`src/rtl/mips_mc_control_if.sv`:
```
// Control/datapath bundle for the multicycle MIPS controller.
interface mips_mc_control_if #(
  parameter int unsigned OP_W = 6
);
  logic [OP_W-1:0] opcode;
  logic            zero;
  logic            mem_ready;
  logic            pc_en;
  logic            iord;
  logic            mem_read;
  logic            mem_write;
  logic            ir_write;
  logic            mem_to_reg;
  logic            reg_dst;
  logic            reg_write;
  logic            alu_src_a;
  logic [1:0]      alu_src_b;
  logic [1:0]      alu_op;
  logic [1:0]      pc_source;
  logic            illegal_op;

  modport master (
    input  opcode, zero, mem_ready,
    output pc_en, iord, mem_read, mem_write, ir_write, mem_to_reg, reg_dst,
           reg_write, alu_src_a, alu_src_b, alu_op, pc_source, illegal_op
  );

  modport slave (
    output opcode, zero, mem_ready,
    input  pc_en, iord, mem_read, mem_write, ir_write, mem_to_reg, reg_dst,
           reg_write, alu_src_a, alu_src_b, alu_op, pc_source, illegal_op
  );
endinterface

```
`src/rtl/mips_mc_control.sv`:
```
// Multicycle MIPS control FSM: Moore decode of state, memory-ready stalls,
// sticky illegal-opcode flag. Outputs are forced low while in reset.
module mips_mc_control #(
  parameter int unsigned OP_W = 6
) (
  input  logic               clk,
  input  logic               rst_n,
  mips_mc_control_if.master  bus
);

  localparam logic [3:0] S_FETCH  = 4'd0;
  localparam logic [3:0] S_DECODE = 4'd1;
  localparam logic [3:0] S_MEMADR = 4'd2;
  localparam logic [3:0] S_MEMRD  = 4'd3;
  localparam logic [3:0] S_MEMWB  = 4'd4;
  localparam logic [3:0] S_MEMWR  = 4'd5;
  localparam logic [3:0] S_REXEC  = 4'd6;
  localparam logic [3:0] S_RWB    = 4'd7;
  localparam logic [3:0] S_BEQ    = 4'd8;
  localparam logic [3:0] S_ADDIEX = 4'd9;
  localparam logic [3:0] S_ADDIWB = 4'd10;
  localparam logic [3:0] S_JUMP   = 4'd11;

  localparam logic [OP_W-1:0] OP_RTYPE = OP_W'(6'b000000);
  localparam logic [OP_W-1:0] OP_LW    = OP_W'(6'b100011);
  localparam logic [OP_W-1:0] OP_SW    = OP_W'(6'b101011);
  localparam logic [OP_W-1:0] OP_BEQ   = OP_W'(6'b000100);
  localparam logic [OP_W-1:0] OP_J     = OP_W'(6'b000010);
  localparam logic [OP_W-1:0] OP_ADDI  = OP_W'(6'b001000);

  logic [3:0] state_q, state_d;
  logic       illegal_q, illegal_d;

  logic       pc_en_c, iord_c, mem_read_c, mem_write_c, ir_write_c;
  logic       mem_to_reg_c, reg_dst_c, reg_write_c, alu_src_a_c;
  logic [1:0] alu_src_b_c, alu_op_c, pc_source_c;

  // State and sticky illegal flag registers
  always_ff @(posedge clk or negedge rst_n) begin
    if (!rst_n) begin
      state_q   <= S_FETCH;
      illegal_q <= 1'b0;
    end else begin
      state_q   <= state_d;
      illegal_q <= illegal_d;
    end
  end

  // Next-state logic; opcode consulted only in DECODE and MEMADR
  always_comb begin
    state_d   = state_q;
    illegal_d = illegal_q;
    case (state_q)
      S_FETCH:  if (bus.mem_ready) state_d = S_DECODE;
      S_DECODE: begin
        case (bus.opcode)
          OP_LW, OP_SW: state_d = S_MEMADR;
          OP_RTYPE:     state_d = S_REXEC;
          OP_BEQ:       state_d = S_BEQ;
          OP_J:         state_d = S_JUMP;
          OP_ADDI:      state_d = S_ADDIEX;
          default: begin
            state_d   = S_FETCH;
            illegal_d = 1'b1;
          end
        endcase
      end
      S_MEMADR: state_d = (bus.opcode == OP_LW) ? S_MEMRD :
                          (bus.opcode == OP_SW) ? S_MEMWR : S_FETCH;
      S_MEMRD:  if (bus.mem_ready) state_d = S_MEMWB;
      S_MEMWR:  if (bus.mem_ready) state_d = S_FETCH;
      S_REXEC:  state_d = S_RWB;
      S_ADDIEX: state_d = S_ADDIWB;
      default:  state_d = S_FETCH;
    endcase
  end

  // Moore output decode, gated off while reset is asserted
  always_comb begin
    pc_en_c      = 1'b0;
    iord_c       = 1'b0;
    mem_read_c   = 1'b0;
    mem_write_c  = 1'b0;
    ir_write_c   = 1'b0;
    mem_to_reg_c = 1'b0;
    reg_dst_c    = 1'b0;
    reg_write_c  = 1'b0;
    alu_src_a_c  = 1'b0;
    alu_src_b_c  = 2'b00;
    alu_op_c     = 2'b00;
    pc_source_c  = 2'b00;
    if (rst_n) begin
      case (state_q)
        S_FETCH: begin
          mem_read_c  = 1'b1;
          alu_src_b_c = 2'b01;
          ir_write_c  = bus.mem_ready;
          pc_en_c     = bus.mem_ready;
        end
        S_DECODE: alu_src_b_c = 2'b11;
        S_MEMADR, S_ADDIEX: begin
          alu_src_a_c = 1'b1;
          alu_src_b_c = 2'b10;
        end
        S_MEMRD: begin
          mem_read_c = 1'b1;
          iord_c     = 1'b1;
        end
        S_MEMWB: begin
          reg_write_c  = 1'b1;
          mem_to_reg_c = 1'b1;
        end
        S_MEMWR: begin
          mem_write_c = 1'b1;
          iord_c      = 1'b1;
        end
        S_REXEC: begin
          alu_src_a_c = 1'b1;
          alu_op_c    = 2'b10;
        end
        S_RWB: begin
          reg_write_c = 1'b1;
          reg_dst_c   = 1'b1;
        end
        S_BEQ: begin
          alu_src_a_c = 1'b1;
          alu_op_c    = 2'b01;
          pc_source_c = 2'b01;
          pc_en_c     = bus.zero;
        end
        S_ADDIWB: reg_write_c = 1'b1;
        S_JUMP: begin
          pc_source_c = 2'b10;
          pc_en_c     = 1'b1;
        end
        default: ;
      endcase
    end
  end

  assign bus.pc_en      = pc_en_c;
  assign bus.iord       = iord_c;
  assign bus.mem_read   = mem_read_c;
  assign bus.mem_write  = mem_write_c;
  assign bus.ir_write   = ir_write_c;
  assign bus.mem_to_reg = mem_to_reg_c;
  assign bus.reg_dst    = reg_dst_c;
  assign bus.reg_write  = reg_write_c;
  assign bus.alu_src_a  = alu_src_a_c;
  assign bus.alu_src_b  = alu_src_b_c;
  assign bus.alu_op     = alu_op_c;
  assign bus.pc_source  = pc_source_c;
  assign bus.illegal_op = illegal_q;

endmodule
```
`src/flat_wrapper.sv`:
```
// flat-port wrapper written by rule: the top's interface ports become plain ports
module mips_mc_control_flat 
#(
  parameter int unsigned OP_W = 6
)
  (clk, rst_n, bus_opcode, bus_zero, bus_mem_ready, bus_pc_en, bus_iord, bus_mem_read, bus_mem_write, bus_ir_write, bus_mem_to_reg, bus_reg_dst, bus_reg_write, bus_alu_src_a, bus_alu_src_b, bus_alu_op, bus_pc_source, bus_illegal_op);
  mips_mc_control_if #(.OP_W(OP_W)) bus_i ();
  input  logic clk;
  input  logic rst_n;
  input wire logic [$bits(bus_i.opcode)-1:0] bus_opcode;
  input wire logic [$bits(bus_i.zero)-1:0] bus_zero;
  input wire logic [$bits(bus_i.mem_ready)-1:0] bus_mem_ready;
  output wire logic [$bits(bus_i.pc_en)-1:0] bus_pc_en;
  output wire logic [$bits(bus_i.iord)-1:0] bus_iord;
  output wire logic [$bits(bus_i.mem_read)-1:0] bus_mem_read;
  output wire logic [$bits(bus_i.mem_write)-1:0] bus_mem_write;
  output wire logic [$bits(bus_i.ir_write)-1:0] bus_ir_write;
  output wire logic [$bits(bus_i.mem_to_reg)-1:0] bus_mem_to_reg;
  output wire logic [$bits(bus_i.reg_dst)-1:0] bus_reg_dst;
  output wire logic [$bits(bus_i.reg_write)-1:0] bus_reg_write;
  output wire logic [$bits(bus_i.alu_src_a)-1:0] bus_alu_src_a;
  output wire logic [$bits(bus_i.alu_src_b)-1:0] bus_alu_src_b;
  output wire logic [$bits(bus_i.alu_op)-1:0] bus_alu_op;
  output wire logic [$bits(bus_i.pc_source)-1:0] bus_pc_source;
  output wire logic [$bits(bus_i.illegal_op)-1:0] bus_illegal_op;
  assign bus_i.opcode = bus_opcode;
  assign bus_i.zero = bus_zero;
  assign bus_i.mem_ready = bus_mem_ready;
  assign bus_pc_en = bus_i.pc_en;
  assign bus_iord = bus_i.iord;
  assign bus_mem_read = bus_i.mem_read;
  assign bus_mem_write = bus_i.mem_write;
  assign bus_ir_write = bus_i.ir_write;
  assign bus_mem_to_reg = bus_i.mem_to_reg;
  assign bus_reg_dst = bus_i.reg_dst;
  assign bus_reg_write = bus_i.reg_write;
  assign bus_alu_src_a = bus_i.alu_src_a;
  assign bus_alu_src_b = bus_i.alu_src_b;
  assign bus_alu_op = bus_i.alu_op;
  assign bus_pc_source = bus_i.pc_source;
  assign bus_illegal_op = bus_i.illegal_op;
  mips_mc_control #(.OP_W(OP_W)) u_core (.clk(clk), .rst_n(rst_n), .bus(bus_i));
endmodule
```
`config.mk`:
```
export PLATFORM = sky130hd
export DESIGN_NAME = mips_mc_control_flat
export DESIGN_NICKNAME = d
export VERILOG_FILES = /design/src/rtl/mips_mc_control_if.sv /design/src/rtl/mips_mc_control.sv /design/src/flat_wrapper.sv
export SDC_FILE = /design/constraint.sdc
export NUM_CORES = 1
export LEC_CHECK = 0
export BUFFER_PORTS_ARGS = -buffer_cell sky130_fd_sc_hd__buf_4
export CELL_PAD_IN_SITES_DETAIL_PLACEMENT = 1
export CELL_PAD_IN_SITES_GLOBAL_PLACEMENT = 2
export CORE_ASPECT_RATIO = 1.5
export CORE_MARGIN = 10
export CORE_UTILIZATION = 27
export CTS_CLUSTER_SIZE = 40
export DETAILED_ROUTE_END_ITERATION = 12
export GPL_TIMING_DRIVEN = 0
export MAX_ROUTING_LAYER = met4
export PLACE_DENSITY_LB_ADDON = 0.12
export SLEW_MARGIN = 0
export SYNTH_ARGS = -nofsm -noshare
export SYNTH_HDL_FRONTEND = slang
export SYNTH_SLANG_ARGS = --single-unit
```
`constraint.sdc`:
```
create_clock -name clk -period 3.2 [get_ports clk]
set_clock_uncertainty 0.1 [all_clocks]
set_input_delay 0.16 -clock clk [delete_from_list [all_inputs] [get_ports clk]]
set_output_delay 0.16 -clock clk [all_outputs]
set_load 0.05 [all_outputs]
```
==> impl_results.md <==
* Status: completed
* Slowest cell on the critical path: or3b_4
* Postcts setup bufs at 0
* Crit Path Category: reg -> out
* Synthesized area at 663.1 sq um
* Crit-path cells: buf_6 > or3b_4 > nor2_2 > a31oi_1 > o21ai_1 > buf_4
* Fin. max-slew vios at 0
* Gr usage total at between 10% and 20%
* Tightest Hold Check Type: in -> reg
* Total gr overflow at 0
* Period utilization at 58.53%
* Final Hold Fails at 0
* DR WL/cell at approximately 16 um
* Cell variety after synth at 40
* Yosys warns at 0
* Sink Count at 5
* First-pass GRT wire length at 3.939 mm
* Final min period at 1.873 ns
* Slew at the pin closest to its max-slew limit at about 0.26 ns
* Maximum fanout along the worst path at 10
* Hold wc startpoint: bus_opcode[4]
* I/O pin total at 26
* CP arrival at about 1.6 ns
* CTS Root Cell: clkbuf_4
* EDFF count, synth at 0
* Antenna Violating Nets Remaining at 0
* Critical path required time at ~2.9 ns
* Total Wirelength at 2.203 mm
* Hold WS at approximately 0.17 ns
* Yosys reg bits at 5
* Final TNS setup at 0 ns
* Crit start category: flop
* # port buffers at 24
* Synthesis-to-layout area growth at 36.98%
* CP endpoint kind: output port
* Synthesized area per cell at 7.711 sq um
* Initial antenna violation count at 0
* Vias per inst at approximately 5.3
* Cell family with most CP delay: simple AND/OR/NAND/NOR gates
* CTS Buf Count at 3
* Sequential area share after synthesis at about a fifth
* Area post-placement at a little under 900 sq um
* Cell taking the most area after synthesis: dfrtp_1
* Die W at between 60 and 70 um
* # setup viols final at 0
* Clk Latency, worst-skew pair at 0.25 ns
* Starting density of the core at 29.01%
* Share of layout cells above drive strength 1 at 38.26%
* RSZ-0062 raised after global routing: false
* Final nets at around 130
* Synthesized Nets at 96
* Largest net degree at the start of global routing at 13
* Biggest cell delay along the critical path at ~0.40 ns
* Top FF cell, synth: dfrtp_1
* Number of global-route vias before repair at approximately 850
* Vias at around 740
* Post-Synthesis Cells at 86
* Final Core Density at between 30% and 40%
* Die area at 0.004879 sq mm
* Iteration-0 DRC count of the detailed router at 15
* DRC at 0
* Clock transition at the registers of the reported paths at around 0.05 ns
* H-Tree Depth at 1
* Worst r2r src: u_core.state_q[0]$_DFFE_PN0P_
* Post-route cell area at ~900 sq um
* Asr flop ratio synth at 100.0%
* CTS tree: done
* DR pass1 iterations at 2
* Max cap viols at 0
* Slew margin rel. at between 80% and 90%
* Chip height at roughly 81 um
* Clock Tree Buf Depth at 2
* Peak VDD IR at about 0.15 mV
* Final GP Congestion at 0.7499
* LEAKAGE at 0.4113 nW
* CORE AREA at 0.002286 sq mm
* PwrDens at just under 300 mW/mm^2
* Inserted Diodes at 0
* Largest cells by area after synthesis: dfrtp_1 19%, nor2_1 5.1%, nand2b_1 4.7%, nor3_2 4.5%, nor2b_1 3.8%
* Row Count at 21
* Dpl hpwl at between 1.5 and 2 mm
* Top cell type's share of synthesized area at between 10% and 20%
* Fmax at 533.9 MHz
* Crit path buf inv count at 2
* Crit path launch: u_core.state_q[1]$_DFFE_PN0P_
sequential cells by signal (all words and copies together), names as in the netlist:
name / count
u_core.bus.illegal_op: 1
u_core.state_q: 4
report_power, final:
part | internal (mW) | switching, mW | leakage, nW
Clock | 0.0473 | 0.0275 | 0.0150
Sequential | 0.0664 | 0.00196 | 0.0629
Combinational | 0.0475 | 0.0764 | 0.333
synth_stat cells (2+ instances only):
cell type	number
a22oi_1	3
nor2_2	2
xor2_1	2
nor2_1	9
buf_6	2
a32oi_1	2
nand3_1	2
nor3_1	5
nand2b_1	5
nor2b_1	4
buf_4	2
o21ai_1	5
nand3b_1	3
nand2_1	6
nor3_2	3
a21oi_1	2
buf_2	2
dfrtp_1	5
metal layers:
| layer | track usage [%] | wire length (um) | vias up |
|---|---|---|---|
| li1 | - | - | 366 |
| met1 | 10.62 | 873 | 349 |
| met2 | 17.67 | 1147 | 21 |
| met3 | 3.465 | 163 | 2 |
| met4 | 3.304 | 19 | 0 |
| met5 | - | 0 | - |
worst reg2reg max path: stages, from the launching register on:
cell	delay, ns
dfrtp_1	0.35
buf_2	0.17
nand2b_4	0.18
nor3_2	0.19
a22oi_1	0.10
o221ai_1	0.23
placed cells by master, fill, tap and decap left out, types with 3 or more instances in the layout:
cell | Yosys | routed
nor3_2 | 3 | 3
o21ai_1 | 5 | 5
nand2_1 | 6 | 6
a22oi_1 | 3 | 3
nor3_1 | 5 | 5
nand2b_1 | 5 | 5
nor2b_1 | 4 | 4
dfrtp_1 | 5 | 5
nor2_1 | 9 | 9
clkbuf_4 | 0 | 3
nand3b_1 | 3 | 3
buf_4 | 2 | 26
final timing paths:
check | to | slack, ns | depth (start not counted)
worst max-delay path | bus_pc_en | 1.33 | 6
worst min-delay path | u_core.state_q[3]$_DFFE_PN0P_ | 0.17 | 4
worst max register to register | u_core.state_q[1]$_DFFE_PN0P_ | 1.79 | 5
worst min register to register | u_core.bus.illegal_op$_DFFE_PN0P_ | 0.38 | 1
max in group asynchronous | u_core.state_q[2]$_DFFE_PN0P_ | 2.68 | 2
min in group asynchronous | u_core.state_q[3]$_DFFE_PN0P_ | 0.18 | 2
metrics by stage:
step / power, mW / worst slack (ns) / std cells
2_1_floorplan: 0.1546 / 0.9337 / 86
3_3_place_gp: 0.1929 / 1.592 / 133
3_5_place_dp: 0.1941 / 1.577 / 133
4_1_cts: 0.2711 / 1.311 / 138
5_1_grt: 0.2845 / 1.233 / 138
6_report: 0.2669 / 1.327 / 138
cell families after synthesis:
family | Yosys count | synth area share, %
DFF | 5 | 18.87
xor gates and xnor gates | 3 | 3.963
buffers and inverters | 9 | 10.37
and+or+nand+nor | 50 | 47.74
AOI/OAI and AO/OA | 19 | 19.06
layout make-up:
type,instances,area [sq um]
plain buffers,7,61.31
clock buffers,4,26.28
fillers,297,1378
inverters,2,7.507
multi-input cells,72,469.2
flip-flops and latches,5,125.1
well taps,23,28.78
repair buffers,25,190.2
repair_timing:
action,4_1_cts,5_1_grt
hold endpoints to repair,5,0
resized for setup,0,0
setup endpoints to repair,0,0
hold buffers,1,0
Note: power is estimated with default switching activity, not from simulation.
